**src/rtl/bpm_pulse_estimator.sv**
```systemverilog
// rtl/bpm_pulse_estimator.sv - beat detector with interval-to-BPM divider; optional BPM_SMOOTH_EN smoothing
module bpm_pulse_estimator #(
  parameter int CLK_HZ      = 50_000_000,
  parameter int SAMPLE_BITS = 16,
  parameter int BITS        = 8,
  parameter int MIN_BPM     = 40,
  parameter int MAX_BPM     = 200
) (
  input  logic                          clk,
  input  logic                          reset,
  input  logic signed [SAMPLE_BITS-1:0] sample_in,
  input  logic                          sample_valid,
  output logic                          sample_ready,
  input  logic                          filter_enable,
  input  logic [SAMPLE_BITS-2:0]        threshold,
  output logic [$clog2(MAX_BPM+1)-1:0]  BPM_estimate,
  output logic [BITS-1:0]               pulse_amplitude,
  output logic                          bpm_valid,
  output logic                          beat
);

  localparam int BPM_W = $clog2(MAX_BPM + 1);
  localparam int MAG_W = SAMPLE_BITS - 1;

  // 60*CLK_HZ exceeds 32-bit signed range at 50 MHz, so derive limits in 64 bits
  localparam logic [63:0] DIVIDEND_64 = 64'd60 * 64'(CLK_HZ);
  localparam logic [63:0] MAX_INT_64  = DIVIDEND_64 / 64'(MIN_BPM);
  localparam logic [63:0] MIN_INT_64  = DIVIDEND_64 / 64'(MAX_BPM);
  localparam int          CNT_NAT     = $clog2(MAX_INT_64 + 64'd1);
  localparam int          CNT_W       = (CNT_NAT > 27) ? CNT_NAT : 27;

  localparam logic [CNT_W-1:0] MAX_INTERVAL = MAX_INT_64[CNT_W-1:0];
  localparam logic [CNT_W-1:0] MIN_INTERVAL = MIN_INT_64[CNT_W-1:0];
  localparam logic [31:0]      DIVIDEND     = DIVIDEND_64[31:0];
  localparam logic [BPM_W-1:0] MAX_BPM_V    = BPM_W'(MAX_BPM);

  // iterations 0..31 divide, 32 clamps, 33 publishes -> bpm_valid 34 cycles after beat
  localparam logic [5:0] DIV_ITERS = 6'd32;

  localparam logic [1:0] S_IDLE   = 2'd0;
  localparam logic [1:0] S_ARMED  = 2'd1;
  localparam logic [1:0] S_DIVIDE = 2'd2;

  logic [1:0]       state_q, state_d;
  logic [CNT_W-1:0] cnt_q, cnt_d;
  logic [MAG_W-1:0] peak_q, peak_d;
  logic [BITS-1:0]  amp_q, amp_d;
  logic [BPM_W-1:0] bpm_q, bpm_d;
  logic             beat_q, beat_d;
  logic             bpmv_q, bpmv_d;
  logic             ready_q;
  logic [CNT_W-1:0] rem_q, rem_d;
  logic [31:0]      quo_q, quo_d;
  logic [CNT_W-1:0] dvs_q, dvs_d;
  logic [5:0]       div_cnt_q, div_cnt_d;
  logic [BPM_W-1:0] res_q, res_d;

  logic             accept;
  logic [MAG_W-1:0] mag;
  logic [MAG_W-1:0] pk;
  logic             qualified;
  logic [CNT_W:0]   trial;
  logic [BPM_W-1:0] bpm_new;

  assign accept = sample_valid && ready_q;

  // absolute value; the most negative sample saturates to the largest magnitude
  always_comb begin
    mag = sample_in[MAG_W-1:0];
    if (sample_in[SAMPLE_BITS-1]) begin
      if (sample_in[MAG_W-1:0] == '0) begin
        mag = '1;
      end else begin
        mag = ~sample_in[MAG_W-1:0] + MAG_W'(1);
      end
    end
  end

  assign pk = (mag > peak_q) ? mag : peak_q;

  // a beat needs a strong enough sample and, once armed, the refractory time elapsed
  assign qualified = accept && (mag >= threshold) && filter_enable &&
                     ((state_q == S_IDLE) ||
                      ((state_q == S_ARMED) && (cnt_q >= MIN_INTERVAL)));

  assign trial = {rem_q, quo_q[31]};

`ifdef BPM_SMOOTH_EN
  logic             have_bpm_q, have_bpm_d;
  logic [BPM_W+1:0] sm_sum;

  assign sm_sum  = ({2'b00, bpm_q} << 1) + {2'b00, bpm_q} + {2'b00, res_q};
  assign bpm_new = have_bpm_q ? BPM_W'(sm_sum >> 2) : res_q;

  // forget the running average whenever the tracker has dropped back to idle
  always_comb begin
    have_bpm_d = have_bpm_q;
    if (state_q == S_IDLE) begin
      have_bpm_d = 1'b0;
    end else if (bpmv_d) begin
      have_bpm_d = 1'b1;
    end
  end

  // smoothing history register
  always_ff @(posedge clk or negedge reset) begin
    if (!reset) begin
      have_bpm_q <= 1'b0;
    end else begin
      have_bpm_q <= have_bpm_d;
    end
  end
`else
  assign bpm_new = res_q;
`endif

  // next-state: beat detection, interval counting and the sequential divider
  always_comb begin
    state_d   = state_q;
    cnt_d     = (cnt_q == MAX_INTERVAL) ? MAX_INTERVAL : cnt_q + CNT_W'(1);
    peak_d    = accept ? pk : peak_q;
    amp_d     = amp_q;
    bpm_d     = bpm_q;
    beat_d    = 1'b0;
    bpmv_d    = 1'b0;
    rem_d     = rem_q;
    quo_d     = quo_q;
    dvs_d     = dvs_q;
    div_cnt_d = div_cnt_q;
    res_d     = res_q;

    if (qualified) begin
      beat_d = 1'b1;
      amp_d  = pk[MAG_W-1 -: BITS];
      peak_d = '0;
      cnt_d  = '0;
    end

    case (state_q)
      S_IDLE: begin
        if (qualified) begin
          state_d = S_ARMED;
        end
      end
      S_ARMED: begin
        if (qualified) begin
          state_d   = S_DIVIDE;
          dvs_d     = cnt_q;
          rem_d     = '0;
          quo_d     = DIVIDEND;
          div_cnt_d = '0;
        end else if (cnt_q == MAX_INTERVAL) begin
          state_d = S_IDLE;
        end
      end
      S_DIVIDE: begin
        if (div_cnt_q < DIV_ITERS) begin
          if (trial >= {1'b0, dvs_q}) begin
            rem_d = CNT_W'(trial - {1'b0, dvs_q});
            quo_d = {quo_q[30:0], 1'b1};
          end else begin
            rem_d = trial[CNT_W-1:0];
            quo_d = {quo_q[30:0], 1'b0};
          end
          div_cnt_d = div_cnt_q + 6'd1;
        end else if (div_cnt_q == DIV_ITERS) begin
          res_d     = (quo_q > 32'(MAX_BPM)) ? MAX_BPM_V : quo_q[BPM_W-1:0];
          div_cnt_d = div_cnt_q + 6'd1;
        end else begin
          bpm_d   = bpm_new;
          bpmv_d  = 1'b1;
          state_d = S_ARMED;
        end
      end
      default: begin
        state_d = S_IDLE;
      end
    endcase

    // disabling the filter parks the tracker and abandons any divide in flight
    if (!filter_enable) begin
      state_d = S_IDLE;
      bpmv_d  = 1'b0;
      bpm_d   = bpm_q;
    end
  end

  // state registers, all cleared asynchronously
  always_ff @(posedge clk or negedge reset) begin
    if (!reset) begin
      state_q   <= S_IDLE;
      cnt_q     <= '0;
      peak_q    <= '0;
      amp_q     <= '0;
      bpm_q     <= '0;
      beat_q    <= 1'b0;
      bpmv_q    <= 1'b0;
      ready_q   <= 1'b0;
      rem_q     <= '0;
      quo_q     <= '0;
      dvs_q     <= '0;
      div_cnt_q <= '0;
      res_q     <= '0;
    end else begin
      state_q   <= state_d;
      cnt_q     <= cnt_d;
      peak_q    <= peak_d;
      amp_q     <= amp_d;
      bpm_q     <= bpm_d;
      beat_q    <= beat_d;
      bpmv_q    <= bpmv_d;
      ready_q   <= 1'b1;
      rem_q     <= rem_d;
      quo_q     <= quo_d;
      dvs_q     <= dvs_d;
      div_cnt_q <= div_cnt_d;
      res_q     <= res_d;
    end
  end

  assign sample_ready    = ready_q;
  assign BPM_estimate    = bpm_q;
  assign pulse_amplitude = amp_q;
  assign bpm_valid       = bpmv_q;
  assign beat            = beat_q;

endmodule

```
**config.mk**
```make
export PLATFORM = sky130hd
export DESIGN_NAME = bpm_pulse_estimator
export DESIGN_NICKNAME = d
export VERILOG_FILES = /design/src/rtl/bpm_pulse_estimator.sv
export SDC_FILE = /design/constraint.sdc
export NUM_CORES = 1
export LEC_CHECK = 0
export CORE_AREA = 5 5 160 162
export DETAILED_ROUTE_END_ITERATION = 16
export DIE_AREA = 0 0 165 167
export GPL_TIMING_DRIVEN = 0
export PLACE_DENSITY = 0.66
export SLEW_MARGIN = 30
export SYNTH_ARGS = -nofsm -noshare
export SYNTH_HDL_FRONTEND = slang
export SYNTH_SLANG_ARGS = --single-unit
```
**constraint.sdc**
```tcl
create_clock -name clk -period 3.2 [get_ports clk]
set_clock_uncertainty 0.2 [all_clocks]
set_input_delay 0.64 -clock clk [delete_from_list [all_inputs] [get_ports clk]]
set_output_delay 0.64 -clock clk [all_outputs]
set_load 0.05 [all_outputs]
```
* Yosys cells after proc, flatten, opt, wreduce, memory -nomap -nowiden
Cells that the tools add are included.
Operators by class: add/subtract/negate cells 4, $lt $le $gt $ge 6, equality and inequality tests 11, muxes and demuxes 32, bitwise logic cells 3, reductions and logical operators 18
Operators with widths (count):
- 2-to-1 mux 27 bit | 5
- 2-to-1 mux 15 bit | 5
- 2-to-1 mux 32 bit | 2
- case mux 32 bit (2 select lines) | 1
- case mux 27 bit (2 select lines) | 1
- greater-than comparator 32 x 8 -> 1 bit (second input constant) | 1
- >= comparator 28 x 27 -> 1 bit | 1
- adder 27 x 1 -> 27 bit (second input constant) | 1
- equality test 27 bit (second input constant) | 1
- >= comparator 27 x 24 -> 1 bit (second input constant) | 1
- subtractor 27 bit | 1
- 2-to-1 mux 6 bit | 3
- adder 15 x 1 -> 15 bit (second input constant) | 1
- >= comparator 15 bit | 1
- greater-than comparator 15 bit | 1
- zero test 15 bit | 1
- NOT 15 bit | 1
- 2-to-1 mux 2 bit | 6
- != test 3 bit (second input constant) | 4
- case mux 6 bit (2 select lines) | 1
- AND reduction 3 bit | 3
- 2-to-1 mux 8 bit | 1
- AND reduction 4 bit | 2
- adder 6 x 1 -> 6 bit (second input constant) | 1
- other kinds (14) | 28
Storage, ports and cells: register bits after elaboration 163, input port bits 35, output and inout port bits 19, logic and storage cells 88

* Longest topological paths before layout
Gate-level depths: netlist (run 1).
word-level depth 11, mapped depth 21, gate-level depth less buffers 18

* Worst setup path after synthesis (run 1)
No wires, ideal clock.
path type in2reg, start input sample_in[9], end register peak_q[1], setup time 121 ps, arrival time 4115 ps, required time 2879 ps, setup slack -1236 ps, cell stages on the path 19, buffers on the path 4, cell sequence or3_1 > or4_1 > or3b_1 > buf_2 > buf_6 > nand2_1 > inv_1 > ha_1 > nand2b_1 > a21o_1 > a21o_1 > a31oi_1 > o21a_1 > or3_1 > buf_2 > inv_2 > o21bai_1 > buf_2 > a22o_1
On the way: longest elaborated chain between the ends 10, elaborated cells between the ends (all ways) 16, those cells by class add/sub: 1; order compare: 2; mux: 5; bitwise: 1; reduce/logical: 7
Ends and longest elaborated chain:
- from (decl) | RTL line 11 | input logic signed [SAMPLE_BITS-1:0] sample_in,
- NOT 15 bit | RTL line 74 | mag = ~sample_in[MAG_W-1:0] + MAG_W'(1);
- adder 15 x 1 -> 15 bit | RTL line 74
- 2-to-1 mux 15 bit | RTL line 71 | if (sample_in[MAG_W-1:0] == '0) begin
- 2-to-1 mux 15 bit * | RTL line 70 | if (sample_in[SAMPLE_BITS-1]) begin
- >= comparator 15 bit | RTL line 82 | assign qualified = accept && (mag >= threshold) && filter_enable &&
- logical AND 1 bit (3 in a row) | RTL line 82
- nonzero test 2 bit (no source line)
- AND reduction 2 bit (no source line)
- to (signal assigned) | RTL line 207 | peak_q <= peak_d;
- to (decl) | RTL line 46 | logic [MAG_W-1:0] peak_q, peak_d;
Mark *: on every way between the ends. The rest lies on a longest branch, timed or not. The select of a mux whose other input is x is not followed. A chain may end at the register's enable or synchronous reset.

* Worst setup path in the final report (run 1)
start input sample_in[9], end register state_q[0]
On the way: longest elaborated chain between the ends 11, elaborated cells between the ends (all ways) 15, those cells by class add/sub: 1; order compare: 1; eq/ne: 2; mux: 5; bitwise: 1; reduce/logical: 5
Ends and longest elaborated chain:
- NOT 15 bit | RTL line 74
- adder 15 x 1 -> 15 bit | RTL line 74
- 2-to-1 mux 15 bit | RTL line 71
- 2-to-1 mux 15 bit * | RTL line 70
- >= comparator 15 bit * | RTL line 82
- logical AND 1 bit * (3 in a row) | RTL line 82
- 2-to-1 mux 2 bit | RTL line 146 | if (qualified) begin
- case mux 2 bit (3 select lines) | RTL line 139 | case (state_q)
- 2-to-1 mux 2 bit | RTL line 181 | if (!filter_enable) begin
- to (signal assigned) | RTL line 205 | state_q <= state_d;
- to (decl) | RTL line 44 | logic [1:0] state_q, state_d;
Mark *: on every way between the ends. The rest lies on a longest branch, timed or not.

==> flow_metrics.py, run 1 <==
metrics = {
    "floorplan": {
        "ios": 54,
        "die-width_um": 165,
        "die-area_um2": 27560,
        "rows": 57,
        "core_um2": 23960,
        "fp.dieH_um": 167,
        "floorplan.initialDensity_pct": 39.46,
    },
    "clock_network": {
        "tritoncts_clock_tree": "yes",
        "ctsRootBufferMaster": "sky130_fd_sc_hd__clkbuf_16",
        "h_tree_depth": 4,
        "clock_latency_reported_for_the_late_side_of_the_worst_skew_pair_ns": 0.43,
        "number_of_buffers_inserted_during_clock_tree_synthesis": 17,
        "clock_path_buffers": 2,
        "clock_sinks": 163,
        "clk_pin_slew_ns": 0.07,
    },
    "drt": {
        "wl_met1_um": 11270,
        "met2WireLength_um": 11390,
        "detail_route.first_pass.iterations": 5,
        "via_per_inst": 5.238,
        "routed_wirelength_um": 23840,
        "postRouteAntennaNets": 0,
        "routed-via-count": 7883,
        "drt-initial-drc-count": 489,
        "top_layer_in_use": "met4",
        "detail_route.drc_violations": 0,
        "routed-wl-met3_um": 837,
        "routed_wire_length_per_instance_um": 15.84,
    },
    "grt": {
        "largest_net_degree_at_the_start_of_global_routing": 78,
        "wire_length_of_the_first_global_routing_pass_um": 39370,
        "grt_antenna_before_repair": 0,
        "first_global_vias": 7742,
        "total_congestion_overflow_after_global_routing": 0,
        "global_route.usage.total_pct": 17.47,
    },
    "timing": {
        "final_hold_violations": 0,
        "final.setup.worst_slack_ns": -1.026,
        "timing.slew.headroom_pct": 48.27,
        "clock.fmax_mhz": 236.6,
        "final_period_minus_worst_setup_slack_ns": 4.226,
        "fin_crit_sh_pct": 132.1,
        "hold_slack_ns": 0.2902,
        "final_max_slew_viol_count": 0,
        "timing.final.setup_violations": 145,
        "tightestPinTransition_ns": 0.7759,
        "grt_setup_unrepaired": "true",
    },
    "synthesis": {
        "syn_nets": 1145,
        "yosys.area.top_type": "sky130_fd_sc_hd__dfrtp_1",
        "yosysTopAreaCellShare_pct": 43.13,
        "synth.avg_cell_area_um2": 9.032,
        "yosysSeqAreaShare_pct": 43.13,
        "mappedNetlistArea_um2": 9457,
        "netlist-cell-type-count": 64,
        "async_reset_ff_share_pct": 100.0,
        "number_of_enable_type_register_cells_in_the_synthesized_netlist": 0,
        "yosys_most_used_dff": "sky130_fd_sc_hd__dfrtp_1",
        "synth.ff_latch_count": 163,
        "yosysWarnings": 0,
        "synthesis.instances": 1047,
        "ys_top_cells_by_area": "sky130_fd_sc_hd__dfrtp_1, sky130_fd_sc_hd__ha_1, sky130_fd_sc_hd__nand2_1, sky130_fd_sc_hd__o21ai_0, sky130_fd_sc_hd__xor2_1",
    },
    "placement": {
        "place_hpwl_um": 16620,
        "place_inst": 1426,
        "globalplace.congestion": 0.8618,
        "port_buffers": 53,
        "place_ws_ns": -2.213,
    },
    "setup_path": {
        "crit_path_start_kind": "input pin",
        "critical_path.max_fanout": 5,
        "worst-endpoint-required_ns": 3.31,
        "worst-setup-path-type": "input pin to register",
        "element_type_at_the_critical_path_end": "register",
        "rr_worst_depth": 13,
        "worst-endpoint-arrival_ns": 4.34,
    },
    "min_path": {
        "hold_class": "register to register",
        "worst_hold_path.num_cells": 2,
    },
    "power_and_ir_drop": {
        "internal_power_mw": 5.418,
        "peak_ir_drop_on_the_vdd_network_uv": 532.5,
        "power.sequential.fraction_pct": 32.6,
        "clkPwrFrac_pct": 24.0,
        "swShare_pct": 38.02,
        "power-per-cell-area_nw_per_um2": 717.9,
        "power.switching_mw": 3.323,
        "comb_power_share_pct": 43.4,
        "power.static_leakage_nw": 5.614,
    },
    "cells_and_area": {
        "synthToLayoutAreaGrowth_pct": 28.75,
        "layout.area.seq_um2": 4079,
        "layout.cells.most_common": "sky130_fd_sc_hd__dfrtp_1",
        "footprint_of_the_multi_input_gates_um2": 5278,
        "utilization_pct": 50.81,
        "fillers": 2157,
        "final_net_count": 1266,
        "diodes": 0,
        "layout.cells.most_common_list": "sky130_fd_sc_hd__dfrtp_1, sky130_fd_sc_hd__nand2_1, sky130_fd_sc_hd__nor2_1, sky130_fd_sc_hd__inv_1, sky130_fd_sc_hd__ha_1",
        "layoutNonFillerInstCount": 1505,
        "post_route_cells_drive_above_1_share_pct": 17.02,
    },
    "flow_run": {
        "maxCapViolCount": 0,
    },
    "status": {
        "run_status": "finished, violations left",
        "failed_checks": "negative setup slack",
    },
}
## sequential cells by signal, indices dropped and copies added, names as in the netlist
signal,cells
peak_q,15
rem_q,27
bpm_new,8
BPM_estimate,8
sample_ready,1
quo_q,32
div_cnt_q,6
beat,1
bpm_valid,1
pulse_amplitude,8
cnt_q,27
state_q,2
dvs_q,27
## metal layers
metal,vias up,track usage [%]
met4,0,4.304
met2,129,27.61
met3,24,2.323
met5,-,0
met1,3860,25.35
li1,3870,-
## worst paths after layout
check                           slack, ns                 end          startpoint
max in group asynchronous            1.39     BPM_estimate[4]               reset
worst max-delay path                -1.03          state_q[0]        sample_in[9]
min in group asynchronous            0.43                beat               reset
worst min-delay path                 0.29  pulse_amplitude[2]  pulse_amplitude[2]
worst max register to register      -0.07           rem_q[24]           quo_q[31]
worst min register to register       0.29  pulse_amplitude[2]  pulse_amplitude[2]
## cell families (layout without fill, tap and decap cells)
family,after synthesis,in the layout,share of synthesized area (%)
DFF,163,163,43.13
other,1,1,0.03965
and+or+nand+nor,363,363,17.85
adders and majority gates,63,63,8.415
buffers and inverters,122,256,5.173
AOI/OAI and AO/OA,235,235,15.52
muxes,37,37,4.036
xor gates and xnor gates,63,63,5.835
## cell usage after synthesis (4+ instances only)
cell type,n
sky130_fd_sc_hd__xor2_1,40
sky130_fd_sc_hd__or3_1,5
sky130_fd_sc_hd__a21o_1,24
sky130_fd_sc_hd__nand2b_1,7
sky130_fd_sc_hd__nor4_1,13
sky130_fd_sc_hd__and3_1,6
sky130_fd_sc_hd__o21ai_0,73
sky130_fd_sc_hd__o21a_1,9
sky130_fd_sc_hd__and4_1,4
sky130_fd_sc_hd__nand2_1,135
sky130_fd_sc_hd__nand4_1,14
sky130_fd_sc_hd__nand3_1,47
sky130_fd_sc_hd__inv_1,75
sky130_fd_sc_hd__nor2_1,92
sky130_fd_sc_hd__clkbuf_1,29
sky130_fd_sc_hd__a21oi_1,49
sky130_fd_sc_hd__xnor2_1,23
sky130_fd_sc_hd__ha_1,62
sky130_fd_sc_hd__a22o_1,21
sky130_fd_sc_hd__nor2b_1,5
sky130_fd_sc_hd__nor3_1,13
sky130_fd_sc_hd__mux2i_1,28
sky130_fd_sc_hd__dfrtp_1,163
sky130_fd_sc_hd__mux2_2,9
sky130_fd_sc_hd__buf_2,10
sky130_fd_sc_hd__o21ai_1,21
sky130_fd_sc_hd__o31ai_1,8
## repair_timing
item	CTS	global route
pin swaps	39	25
resized for setup	125	63
hold buffers	1	0
gates cloned	7	0
setup endpoints to repair	145	145
setup buffers	30	10
endpoints found under the hold margin	20	0
## area by class of cell
| cell class | instances | area share [%] |
|---|---|---|
| clock buffer | 23 | 4.008 |
| buffer | 46 | 3.833 |
| sequential | 163 | 33.50 |
| inverter | 76 | 2.425 |
| clock inverter | 9 | 0.9865 |
| multi-input combinational | 762 | 43.35 |
| tap | 324 | 3.330 |
| timing repair buffer | 102 | 8.571 |
## power groups by stage
stage          Combinational [mW]  Clock (mW)  Sequential [mW]
2_1_floorplan                2.64           0             2.96
6_report                     3.79        2.10             2.85
4_1_cts                      3.70        2.13             2.84
3_3_place_gp                 3.51           0             2.86
5_1_grt                      4.24        2.24             2.91
3_5_place_dp                 3.58           0             2.87
## worst max-delay path: stages
cell,delay [ns]
sky130_fd_sc_hd__buf_8,0.10
sky130_fd_sc_hd__or3_4,0.39
sky130_fd_sc_hd__or4_4,0.53
sky130_fd_sc_hd__or3b_1,0.37
sky130_fd_sc_hd__buf_6,0.14
sky130_fd_sc_hd__buf_12,0.14
sky130_fd_sc_hd__nand2_8,0.07
sky130_fd_sc_hd__inv_4,0.04
sky130_fd_sc_hd__ha_4,0.24
sky130_fd_sc_hd__nand2b_4,0.11
sky130_fd_sc_hd__a21o_1,0.11
sky130_fd_sc_hd__a21o_1,0.14
sky130_fd_sc_hd__a31oi_4,0.10
sky130_fd_sc_hd__o21a_1,0.20
sky130_fd_sc_hd__or3_1,0.32
sky130_fd_sc_hd__buf_6,0.15
sky130_fd_sc_hd__buf_12,0.12
sky130_fd_sc_hd__o21ai_4,0.11
sky130_fd_sc_hd__nor3b_2,0.10
sky130_fd_sc_hd__o21a_1,0.19
## stage by stage
stage               power, mW  cell area (um^2)   TNS, ns
floorplan               5.597              9635   -130.64
global placement        6.372             10570  -1167.49
detailed placement      6.452             10640   -286.87
CTS                     8.680             11960   -144.33
global route            9.383             12180   -137.75
finish                  8.740             12180   -124.64
Power figures use the tool's default switching activity.
==> inputs of run 2 (changes only) <==
--- a/config.mk
+++ b/config.mk
@@ -5,9 +5,9 @@
 export SDC_FILE = /design/constraint.sdc
 export NUM_CORES = 1
 export LEC_CHECK = 0
-export CORE_AREA = 5 5 160 162
+export CORE_AREA = 5 5 147 177
 export DETAILED_ROUTE_END_ITERATION = 16
-export DIE_AREA = 0 0 165 167
+export DIE_AREA = 0 0 152 182
 export GPL_TIMING_DRIVEN = 0
 export PLACE_DENSITY = 0.66
 export SLEW_MARGIN = 30
==> run 2 against run 1 <==
  * Final cell count unchanged
  * Final area down 0.41%
  * Sequential cell count unchanged
  * The run ends with negative hold slack, negative setup slack left
  * Sequential share of layout area up 0.14 points
  * Register-to-register slack better by 0.02 ns
  * Hold slack worse by 0.31 ns
  * Non-clock buffer count down 1
  * Global-route usage down 0.14 points
  * Largest power group unchanged
  * Critical path type unchanged
  * Worst setup slack better by 0.077 ns
==> flow_metrics.py, run 2 (synthesized netlist as in run 1, its figures left out) <==
metrics = {
    "setup_path": {
        "crit_buf_inv": 5,
        "worst-endpoint-arrival_ns": 4.31,
        "critical_path.endpoint": "peak_q[9]",
        "critical_path_cell_count": 18,
        "worst-endpoint-required_ns": 3.36,
        "cp_top_family": "simple AND/OR/NAND/NOR gates",
        "critical_path.slowest_cell": "sky130_fd_sc_hd__or4_4",
        "rr_worst_depth": 13,
        "critical_path.max_fanout": 5,
        "worst_setup_path_startpoint": "sample_in[11]",
        "max_stage_delay_ns": 0.52,
        "element_type_at_the_critical_path_end": "register",
        "path_common_cell": "sky130_fd_sc_hd__buf_6",
        "rr_endpoint": "rem_q[24]",
        "worstReg2RegStart": "quo_q[31]",
        "rrSetupSlack_ns": -0.05,
        "worst-setup-path-type": "input pin to register",
        "ordered_list_of_cells_on_the_worst_path": "buf_6, or3_4, or4_4, or3b_1, buf_6, bufbuf_16, nand2_8, ha_4, a21o_1, a21o_1, a21oi_2, o21a_1, o21a_1, or3_4, inv_8, nor3b_4, buf_6, a22o_1",
        "crit_path_start_kind": "input pin",
    },
    "clock_network": {
        "number_of_buffers_inserted_during_clock_tree_synthesis": 17,
        "clock_latency_reported_for_the_late_side_of_the_worst_skew_pair_ns": 0.43,
        "cts_hold_fix_bufs": 0,
        "clock_sinks": 163,
        "tritoncts_clock_tree": "yes",
        "clock_path_buffers": 2,
        "clk_pin_slew_ns": 0.06,
        "ctsRootBufferMaster": "sky130_fd_sc_hd__clkbuf_16",
        "h_tree_depth": 4,
    },
    "placement": {
        "place_inst": 1426,
        "globalplace.congestion": 0.8536,
        "place_ws_ns": -2.080,
        "port_buffers": 53,
        "place_hpwl_um": 16550,
    },
    "drt": {
        "postRouteAntennaNets": 0,
        "drt-initial-drc-count": 463,
        "detail_route.first_pass.iterations": 5,
        "detail_route.drc_violations": 0,
        "via_per_inst": 5.231,
        "routed_wirelength_um": 23840,
        "routed_wire_length_per_instance_um": 15.84,
        "routed-via-count": 7872,
    },
    "power_and_ir_drop": {
        "peak_ir_drop_on_the_vdd_network_uv": 354.5,
        "comb_power_share_pct": 43.3,
        "power.sequential.fraction_pct": 32.6,
        "report.power.total_mw": 8.789,
        "power-per-cell-area_nw_per_um2": 724.8,
        "swShare_pct": 37.97,
        "internal_power_mw": 5.451,
        "power.switching_mw": 3.337,
        "clkPwrFrac_pct": 24.0,
        "power.static_leakage_nw": 5.647,
    },
    "min_path": {
        "hold_class": "input pin to asynchronous set/reset pin",
    },
    "timing": {
        "final_max_slew_viol_count": 0,
        "timing.slew.headroom_pct": 49.98,
        "final_period_minus_worst_setup_slack_ns": 4.149,
        "timing.final.setup_violations": 145,
        "final.setup.worst_slack_ns": -0.9485,
        "grt_setup_unrepaired": "true",
        "clock.fmax_mhz": 241.0,
        "hold_slack_ns": -0.02098,
        "fin_tns_setup_ns": -121.10,
        "fin_crit_sh_pct": 129.6,
        "tightestPinTransition_ns": 0.7488,
        "final_hold_violations": 8,
    },
    "floorplan": {
        "die-width_um": 152,
        "ios": 54,
        "fp.dieH_um": 182,
        "rows": 63,
        "core_um2": 24280,
        "die-area_um2": 27660,
        "floorplan.initialDensity_pct": 38.95,
    },
    "cells_and_area": {
        "post_route_cells_drive_above_1_share_pct": 17.46,
        "largest_reg_flops": 32,
        "final_net_count": 1265,
        "layoutNonFillerInstCount": 1505,
        "layout.cells.most_common_list": "sky130_fd_sc_hd__dfrtp_1, sky130_fd_sc_hd__nand2_1, sky130_fd_sc_hd__nor2_1, sky130_fd_sc_hd__inv_1, sky130_fd_sc_hd__ha_1",
        "synthToLayoutAreaGrowth_pct": 28.22,
        "diodes": 0,
        "largest-register": "quo_q",
        "layout.cells.most_common": "sky130_fd_sc_hd__dfrtp_1",
    },
    "grt": {
        "first_global_vias": 8181,
        "total_congestion_overflow_after_global_routing": 0,
        "grt_antenna_before_repair": 0,
        "largest_net_degree_at_the_start_of_global_routing": 83,
        "global_route.usage.total_pct": 17.33,
        "wire_length_of_the_first_global_routing_pass_um": 40120,
    },
    "status": {
        "failed_checks": "negative hold slack, negative setup slack",
        "run_status": "finished, violations left",
    },
    "flow_run": {
        "maxCapViolCount": 0,
    },
}
-- run 2: cell count changes in the layout (fill, tap and decap cells not counted), moves of 3 or more --
cell                       change
sky130_fd_sc_hd__o21ai_1       -9
sky130_fd_sc_hd__clkbuf_8      -7
sky130_fd_sc_hd__buf_12        -6
sky130_fd_sc_hd__buf_8         +5
sky130_fd_sc_hd__o21ai_0       +5
sky130_fd_sc_hd__o21ai_2       +5
sky130_fd_sc_hd__buf_4         +3
sky130_fd_sc_hd__clkinv_2      +3
sky130_fd_sc_hd__clkinv_4      -3
sky130_fd_sc_hd__ha_1          +3
sky130_fd_sc_hd__ha_4          -3
sky130_fd_sc_hd__mux2i_1       -3
sky130_fd_sc_hd__nand2_2       -3
sky130_fd_sc_hd__nand2_4       +3
-- run 2: worst min path at each step --
| stage | from | to | slack [ns] | cells after the start |
|---|---|---|---|---|
| finish | reset | rem_q[7] | -0.02 | 1 |
| global route | reset | dvs_q[7] | 0.02 | 1 |
| CTS | reset | rem_q[7] | 0.01 | 1 |
| detailed placement | pulse_amplitude[5] | pulse_amplitude[5] | 0.28 | 2 |
| global placement | pulse_amplitude[6] | pulse_amplitude[6] | 0.28 | 2 |
| floorplan | reset | BPM_estimate[0] | 0.14 | 0 |
-- run 2: stage by stage --
step	cell area, um^2	utilization [%]
global placement	10570	43.55
floorplan	9635	-
detailed placement	10610	43.71
global route	12130	49.94
finish	12130	49.94
CTS	11970	49.30
-- run 2: power groups by stage --
stage          Combinational [mW]  Sequential [mW]  Clock [mW]
2_1_floorplan                2.64             2.96           0
3_5_place_dp                 3.58             2.87           0
4_1_cts                      3.70             2.86        2.14
5_1_grt                      4.29             2.93        2.23
6_report                     3.81             2.87        2.11
3_3_place_gp                 3.51             2.87           0
-- run 2: layout make-up --
cell class                      instances  area (um^2)
Tap cell                              325        406.6
Buffer                                 45        447.9
Timing Repair Buffer                  102        989.7
Clock inverter                         12        156.4
Inverter                               76        295.3
Fill cell                            2284        12150
Multi-Input combinational cell        762         5304
Sequential cell                       163         4079
Clock buffer                           20        446.7
-- run 2: what timing repair did --
action,4_1_cts,5_1_grt
buffers inserted,34,8
setup endpoints to repair,145,145
cloned,6,1
resized for setup,149,46
pin swaps,38,15
-- run 2: per-layer routing --
layer / vias up / wire (um) / global-route usage, %
li1: 3861 / - / -
met1: 3820 / 10250 / 21.27
met2: 148 / 12170 / 30.46
met3: 43 / 708 / 3.218
met4: 0 / 706 / 6.187
met5: - / 0 / 0
